## config.mk

```make
export PLATFORM = sky130hd
export DESIGN_NAME = screen_scanout
export DESIGN_NICKNAME = d
export VERILOG_FILES = /design/src/rtl/scanout_pkg.sv /design/src/rtl/scanout_window.sv /design/src/rtl/screen_scanout.sv
export SDC_FILE = /design/constraint.sdc
export NUM_CORES = 1
export LEC_CHECK = 0
export BUFFER_PORTS_ARGS = -buffer_cell sky130_fd_sc_hd__buf_2
export CORE_UTILIZATION = 33
export DETAILED_ROUTE_END_ITERATION = 12
export PLACE_DENSITY = 0.59
export SLEW_MARGIN = 40
export SYNTH_ARGS = -nofsm -noshare
export SYNTH_HDL_FRONTEND = slang
export SYNTH_HIERARCHICAL = 1
export SYNTH_SLANG_ARGS = --single-unit
```

## constraint.sdc

```tcl
create_clock -name clk -period 2.63 [get_ports clk]
set_input_delay 0.1315 -clock clk [delete_from_list [all_inputs] [get_ports clk]]
set_output_delay 0.1315 -clock clk [all_outputs]
set_load 0.1 [all_outputs]
```

## src/rtl/scanout_pkg.sv

```systemverilog
// Shared types and screen geometry for the Hack screen scanout path.
package scanout_pkg;

  typedef logic [15:0] rgb565_t;

  localparam int SCREEN_W      = 512;
  localparam int SCREEN_H      = 256;
  localparam int WORDS_PER_ROW = 32;
  localparam int SCREEN_WORDS  = 8192;
  localparam int SCREEN_ADDR_W = 13;

  localparam rgb565_t DEF_FG_COLOR     = 16'h0000;
  localparam rgb565_t DEF_BG_COLOR     = 16'hFFFF;
  localparam rgb565_t DEF_BORDER_COLOR = 16'hF800;

  function automatic rgb565_t pixel_color(input logic bit_set, input rgb565_t fg, input rgb565_t bg);
    return bit_set ? fg : bg;
  endfunction

endpackage

```

## src/rtl/scanout_window.sv

```systemverilog
// Maps a panel position onto the 512x256 screen window: in-window flag, window
// coordinates, word address and (with SCANOUT_BORDER_EN) the one-pixel frame ring.
module scanout_window
  import scanout_pkg::*;
#(
  parameter int X_OFFSET = 144,
  parameter int Y_OFFSET = 112
) (
  input  logic [9:0]               h_pos,
  input  logic [9:0]               v_pos,
  input  logic                     de,
  output logic                     in_win,
  output logic                     in_ring,
  output logic [8:0]               col,
  output logic [7:0]               row,
  output logic [SCREEN_ADDR_W-1:0] word_addr
);

  localparam logic signed [11:0] X_LO = 12'(X_OFFSET);
  localparam logic signed [11:0] X_HI = 12'(X_OFFSET + SCREEN_W - 1);
  localparam logic signed [11:0] Y_LO = 12'(Y_OFFSET);
  localparam logic signed [11:0] Y_HI = 12'(Y_OFFSET + SCREEN_H - 1);

  logic signed [11:0] h_s;
  logic signed [11:0] v_s;
  logic               in_x;
  logic               in_y;

  // Signed compares keep the ring bounds correct even for a zero offset.
  assign h_s  = $signed({2'b00, h_pos});
  assign v_s  = $signed({2'b00, v_pos});
  assign in_x = (h_s >= X_LO) && (h_s <= X_HI);
  assign in_y = (v_s >= Y_LO) && (v_s <= Y_HI);

  assign in_win    = de && in_x && in_y;
  assign col       = 9'(h_pos - 10'(X_OFFSET));
  assign row       = 8'(v_pos - 10'(Y_OFFSET));
  assign word_addr = {row, col[8:4]};

`ifdef SCANOUT_BORDER_EN
  localparam logic signed [11:0] XR_LO = 12'(X_OFFSET - 1);
  localparam logic signed [11:0] XR_HI = 12'(X_OFFSET + SCREEN_W);
  localparam logic signed [11:0] YR_LO = 12'(Y_OFFSET - 1);
  localparam logic signed [11:0] YR_HI = 12'(Y_OFFSET + SCREEN_H);

  logic in_rx;
  logic in_ry;

  assign in_rx   = (h_s >= XR_LO) && (h_s <= XR_HI);
  assign in_ry   = (v_s >= YR_LO) && (v_s <= YR_HI);
  assign in_ring = de && in_rx && in_ry && !(in_x && in_y);
`else
  assign in_ring = 1'b0;
`endif

endmodule

```

## src/rtl/screen_scanout.sv

```systemverilog
// Two-stage pixel fetch from Hack screen memory to RGB565 with a one-word cache.
// Optional frame ring around the window is enabled by SCANOUT_BORDER_EN.
module screen_scanout
  import scanout_pkg::*;
#(
  parameter int      X_OFFSET     = 144,
  parameter int      Y_OFFSET     = 112,
  parameter rgb565_t FG_COLOR     = DEF_FG_COLOR,
  parameter rgb565_t BG_COLOR     = DEF_BG_COLOR,
  parameter rgb565_t BORDER_COLOR = DEF_BORDER_COLOR
) (
  input  logic                     clk,
  input  logic                     reset,
  input  logic [9:0]               h_pos,
  input  logic [9:0]               v_pos,
  input  logic                     de,
  input  logic                     vs,
  output logic                     rd_en,
  output logic [SCREEN_ADDR_W-1:0] rd_addr,
  input  logic [15:0]              rd_data,
  output logic [15:0]              pixel_rgb,
  output logic                     pixel_de
);

  logic                     in_win;
  logic                     in_ring;
  logic [8:0]               col;
  logic [7:0]               row;
  logic [SCREEN_ADDR_W-1:0] word_addr;

  logic [SCREEN_ADDR_W-1:0] cache_addr_q, cache_addr_d;
  logic                     cache_valid_q, cache_valid_d;
  logic [15:0]              cache_word_q, cache_word_d;

  logic                     s1_de_q;
  logic                     s1_in_win_q;
  logic                     s1_ring_q;
  logic [3:0]               s1_bit_q;
  logic                     s1_fetched_q;

  rgb565_t                  pixel_rgb_q, pixel_rgb_d;
  logic                     pixel_de_q;
  logic [15:0]              word_s;
  logic                     cache_hit_s;

  scanout_window #(
    .X_OFFSET (X_OFFSET),
    .Y_OFFSET (Y_OFFSET)
  ) u_window (
    .h_pos     (h_pos),
    .v_pos     (v_pos),
    .de        (de),
    .in_win    (in_win),
    .in_ring   (in_ring),
    .col       (col),
    .row       (row),
    .word_addr (word_addr)
  );

  // Stage 0: fetch on a cache miss; vs drops validity even after a same-cycle fetch.
  always_comb begin
    cache_hit_s   = cache_valid_q && (word_addr == cache_addr_q);
    rd_en         = reset && in_win && !cache_hit_s;
    rd_addr       = rd_en ? word_addr : {SCREEN_ADDR_W{1'b0}};
    cache_addr_d  = rd_en ? word_addr : cache_addr_q;
    cache_valid_d = vs ? 1'b0 : (rd_en ? 1'b1 : cache_valid_q);
  end

  // Stage 1: pick the fresh memory word or the cached one and colour the pixel.
  always_comb begin
    word_s       = s1_fetched_q ? rd_data : cache_word_q;
    cache_word_d = word_s;
    pixel_rgb_d  = 16'h0000;
    if (!s1_de_q) begin
      pixel_rgb_d = 16'h0000;
    end else if (s1_in_win_q) begin
      pixel_rgb_d = pixel_color(word_s[s1_bit_q], FG_COLOR, BG_COLOR);
    end else if (s1_ring_q) begin
      pixel_rgb_d = BORDER_COLOR;
    end else begin
      pixel_rgb_d = BG_COLOR;
    end
  end

  always_ff @(posedge clk or negedge reset) begin
    if (!reset) begin
      cache_addr_q  <= {SCREEN_ADDR_W{1'b0}};
      cache_valid_q <= 1'b0;
      cache_word_q  <= 16'h0000;
      s1_de_q       <= 1'b0;
      s1_in_win_q   <= 1'b0;
      s1_ring_q     <= 1'b0;
      s1_bit_q      <= 4'h0;
      s1_fetched_q  <= 1'b0;
      pixel_rgb_q   <= 16'h0000;
      pixel_de_q    <= 1'b0;
    end else begin
      cache_addr_q  <= cache_addr_d;
      cache_valid_q <= cache_valid_d;
      cache_word_q  <= cache_word_d;
      s1_de_q       <= de;
      s1_in_win_q   <= in_win;
      s1_ring_q     <= in_ring;
      s1_bit_q      <= col[3:0];
      s1_fetched_q  <= rd_en;
      pixel_rgb_q   <= pixel_rgb_d;
      pixel_de_q    <= s1_de_q;
    end
  end

  assign pixel_rgb = pixel_rgb_q;
  assign pixel_de  = pixel_de_q;

  // Row bits above the window height never matter; the address carries them.
  logic unused_row_s;
  assign unused_row_s = ^row;

endmodule

```

==> summary.md <==
| Metric | Value |
|---|---|
| Status | `completed` |
| Pre-antenna DRT Iters | `4` |
| PwrDens | `658 nW/um^2` |
| Clk_skew | `0.00367 ns` |
| Crit-path max FO | `12` |
| Initial DRC count | `56` |
| Critical Path Start | `h_pos[5]` |
| Fin util | `45.2%` |
| HPWL after DPL | `3.40 mm` |
| Type of the most critical hold path | `input port to flop` |
| Post-Route WL | `4.50 mm` |
| GR Util met3 | `4.57%` |
| DR WL/cell | `13.0 um` |
| Initial antenna violation count | `0` |
| CTS root buffer | `clkbuf_8` |
| Switching portion of total power | `30.2%` |
| Largest net degree at the start of global routing | `43` |
| Placement Setup Slack | `0.0922 ns` |
| Mapped Avg Cell Area | `~12 um^2` |
| F_max | `406 MHz` |
| Global-route wire length before repair | `around 7.3 mm` |
| Die Footprint | `7470 um^2` |
| Worst R2R Setup Slack | `0.71 ns` |
| Met2 global-route usage | `19.4%` |
| Number of global-route vias before repair | `1483` |
| FP Rows | `30` |
| Initial core utilization | `34.5%` |
| Static leakage | `~1.4 nW` |
| GRT overflow | `0` |
| Mapped Area | `2350 um^2` |
| Max clock buf depth | `2` |
| Clock buffer count from CTS | `5` |
| Startpoint types | `input port` |
| Cts repair resizes | `0` |
| Seq pwr share | `41.6%` |
| Crit end category | `output pin` |
| Number of remaining DRC errors | `0` |
| # IOs | `71` |
| CTS tree | `yes` |
| Antenna cell count | `0` |
| Detail Route Antenna Nets | `0` |
| Routability cong. | `0.790` |
| Syn_nets | `240` |
| Share of post-route cells with drive strength above 1 | `53.8%` |
| Max H-tree Level | `2` |
| Req. time, crit path | `2.50 ns` |
| Fin crit share | `93.7%` |
| Peak VDD IR | `0.229 mV` |
| Fillers | `approximately 660` |
| Top Usage Layer GRT | `met2` |
| Tightest Pin Transition | `0.523 ns` |
| Slew margin rel. | `between 60 and 70%` |
| Logic pwr share | `29.1%` |
| Final #Nets | `294` |
| Cell depth of the worst flop-to-flop path | `6` |
| Synthesized instance count | `196` |
| NetSw | `613 uW` |
| WS Path Type | `input port to output pin` |
| Final Max Slew Viols | `0` |
| Vias | `about 1500` |
| Final Hold Viols | `0` |
| Clk sinks | `41` |
| Reg2reg end | `pixel_rgb[10]$_DFF_PN0_` |
| Chip width | `approximately 86 um` |
| # port buffers | `70` |
| Crit path time final | `around 2.5 ns` |
| Vias per cell | `4.38` |
| Synth-to-Final Area Change | `31.2%` |
| Met1 Use GR | `~17%` |
| Core ar. | `6830 um^2` |
| Final Setup Violations | `0` |
| Syn. warnings | `6` |
| Clock latency at the later pin of the worst-skew pair | `0.29 ns` |
| Critical Path Sink | `rd_addr[12]` |
| Max_cap viols | `0` |
| Clock share of power | `29.3%` |
| Worst R2R Start | `s1_fetched_q$_DFF_PN0_` |
| Power Internal | `~1.4 mW` |
| Final Worst Setup Slack | `0.166 ns` |
| Crit path DAT | `2.33 ns` |
| Global Route Usage Sum | `12.8%` |
| Die height | `86.5 um` |
| Clock slew at reported path FFs | `0.08 ns` |
==> state kept, by name, indices dropped and copies added, names as in the netlist, 2 cells and up <==
signal        count
cache_word_q     16
cache_addr_q     13
s1_bit_q          4
pixel_rgb         2
==> metrics by stage <==
stage	instances	hold slack [ns]	area, um^2	total power, mW	TNS [ns]
final	347	0.0832	3090	2.03	0
after global placement	329	0.264	2840	1.43	0
after detailed placement	329	0.258	2840	1.44	0
after CTS	344	0.0747	3050	2.05	0
after global routing	347	0.0804	3090	2.14	-0.00346
after floorplan	196	-0.164	2380	1.34	-0.502
==> metal layers <==
metal / share of wire [%] / routed length (um)
met2: 43 / 1950
met3: 7.3 / 328
met4: 2.0 / 88
met1: 47 / 2140
met5: 0 / 0
==> worst min-delay path by stage <==
| stage | start | to | slack (ns) | cells after the start |
|---|---|---|---|---|
| floorplan | reset | cache_addr_q[0]$_DFFE_PN0P_ | -0.16 | 0 |
| global placement | h_pos[0] | s1_bit_q[0]$_DFF_PN0_ | 0.26 | 1 |
| detailed placement | h_pos[0] | s1_bit_q[0]$_DFF_PN0_ | 0.26 | 1 |
| CTS | rd_data[3] | cache_word_q[3]$_DFF_PN0_ | 0.07 | 2 |
| global route | rd_data[12] | cache_word_q[12]$_DFF_PN0_ | 0.08 | 2 |
| finish | rd_data[3] | cache_word_q[3]$_DFF_PN0_ | 0.08 | 2 |
==> power groups by stage <==
stage | logic, mW | clock network (mW) | registers [mW]
floorplan | 0.482 | 0 | 0.857
global placement | 0.576 | 0 | 0.852
detailed placement | 0.585 | 0 | 0.859
CTS | 0.595 | 0.613 | 0.847
global route | 0.637 | 0.643 | 0.862
finish | 0.591 | 0.596 | 0.845
==> what timing repair did <==
item                                    4_1_cts  5_1_grt
endpoints found under the setup margin        0       13
hold buffers                                  7        0
hold endpoints to repair                     47        0
buffers inserted                              0        2
==> final cells by class <==
class / instances / area (um^2) / area share [%]
clock buffer: 5 / 68.8 / 2.23
clock inverter: 3 / 65.1 / 2.11
inverter: 8 / 30.0 / 0.973
multi-input combinational: 109 / 1040 / 33.8
sequential: 41 / 1030 / 33.2
tap: 96 / 120 / 3.89
timing repair buffer: 85 / 733 / 23.8
==> layout by cell type, fill, tap and decap left out, types with 2 or more instances in the layout <==
cell           count
mux2_4             7
o2111ai_1          3
nor3_1             4
and2_4             9
mux4_2             3
a21o_1             2
dlygate4sd3_1      7
dfrtp_1           41
nor3b_1            2
nand2_1            5
mux2i_1            2
nand2b_1           3
inv_1              8
nand4_1            3
buf_4              5
buf_2             56
bufinv_16          2
ha_1               4
xnor2_1           10
xor2_1             8
buf_12            16
nor2_1             3
o22ai_1            2
and2_2             4
clkbuf_8           5
o311ai_0           2
mux2_2            22
==> worst max-delay path: stages <==
cell      delay [ns]
buf_2           0.10
inv_1           0.07
ha_1            0.14
or4b_1          0.46
nor4b_2         0.24
nor3_1          0.10
a211oi_2        0.20
nand2_1         0.13
a41oi_4         0.25
buf_12          0.18
and2_2          0.17
buf_12          0.17
(Power assumes the default switching activity.)
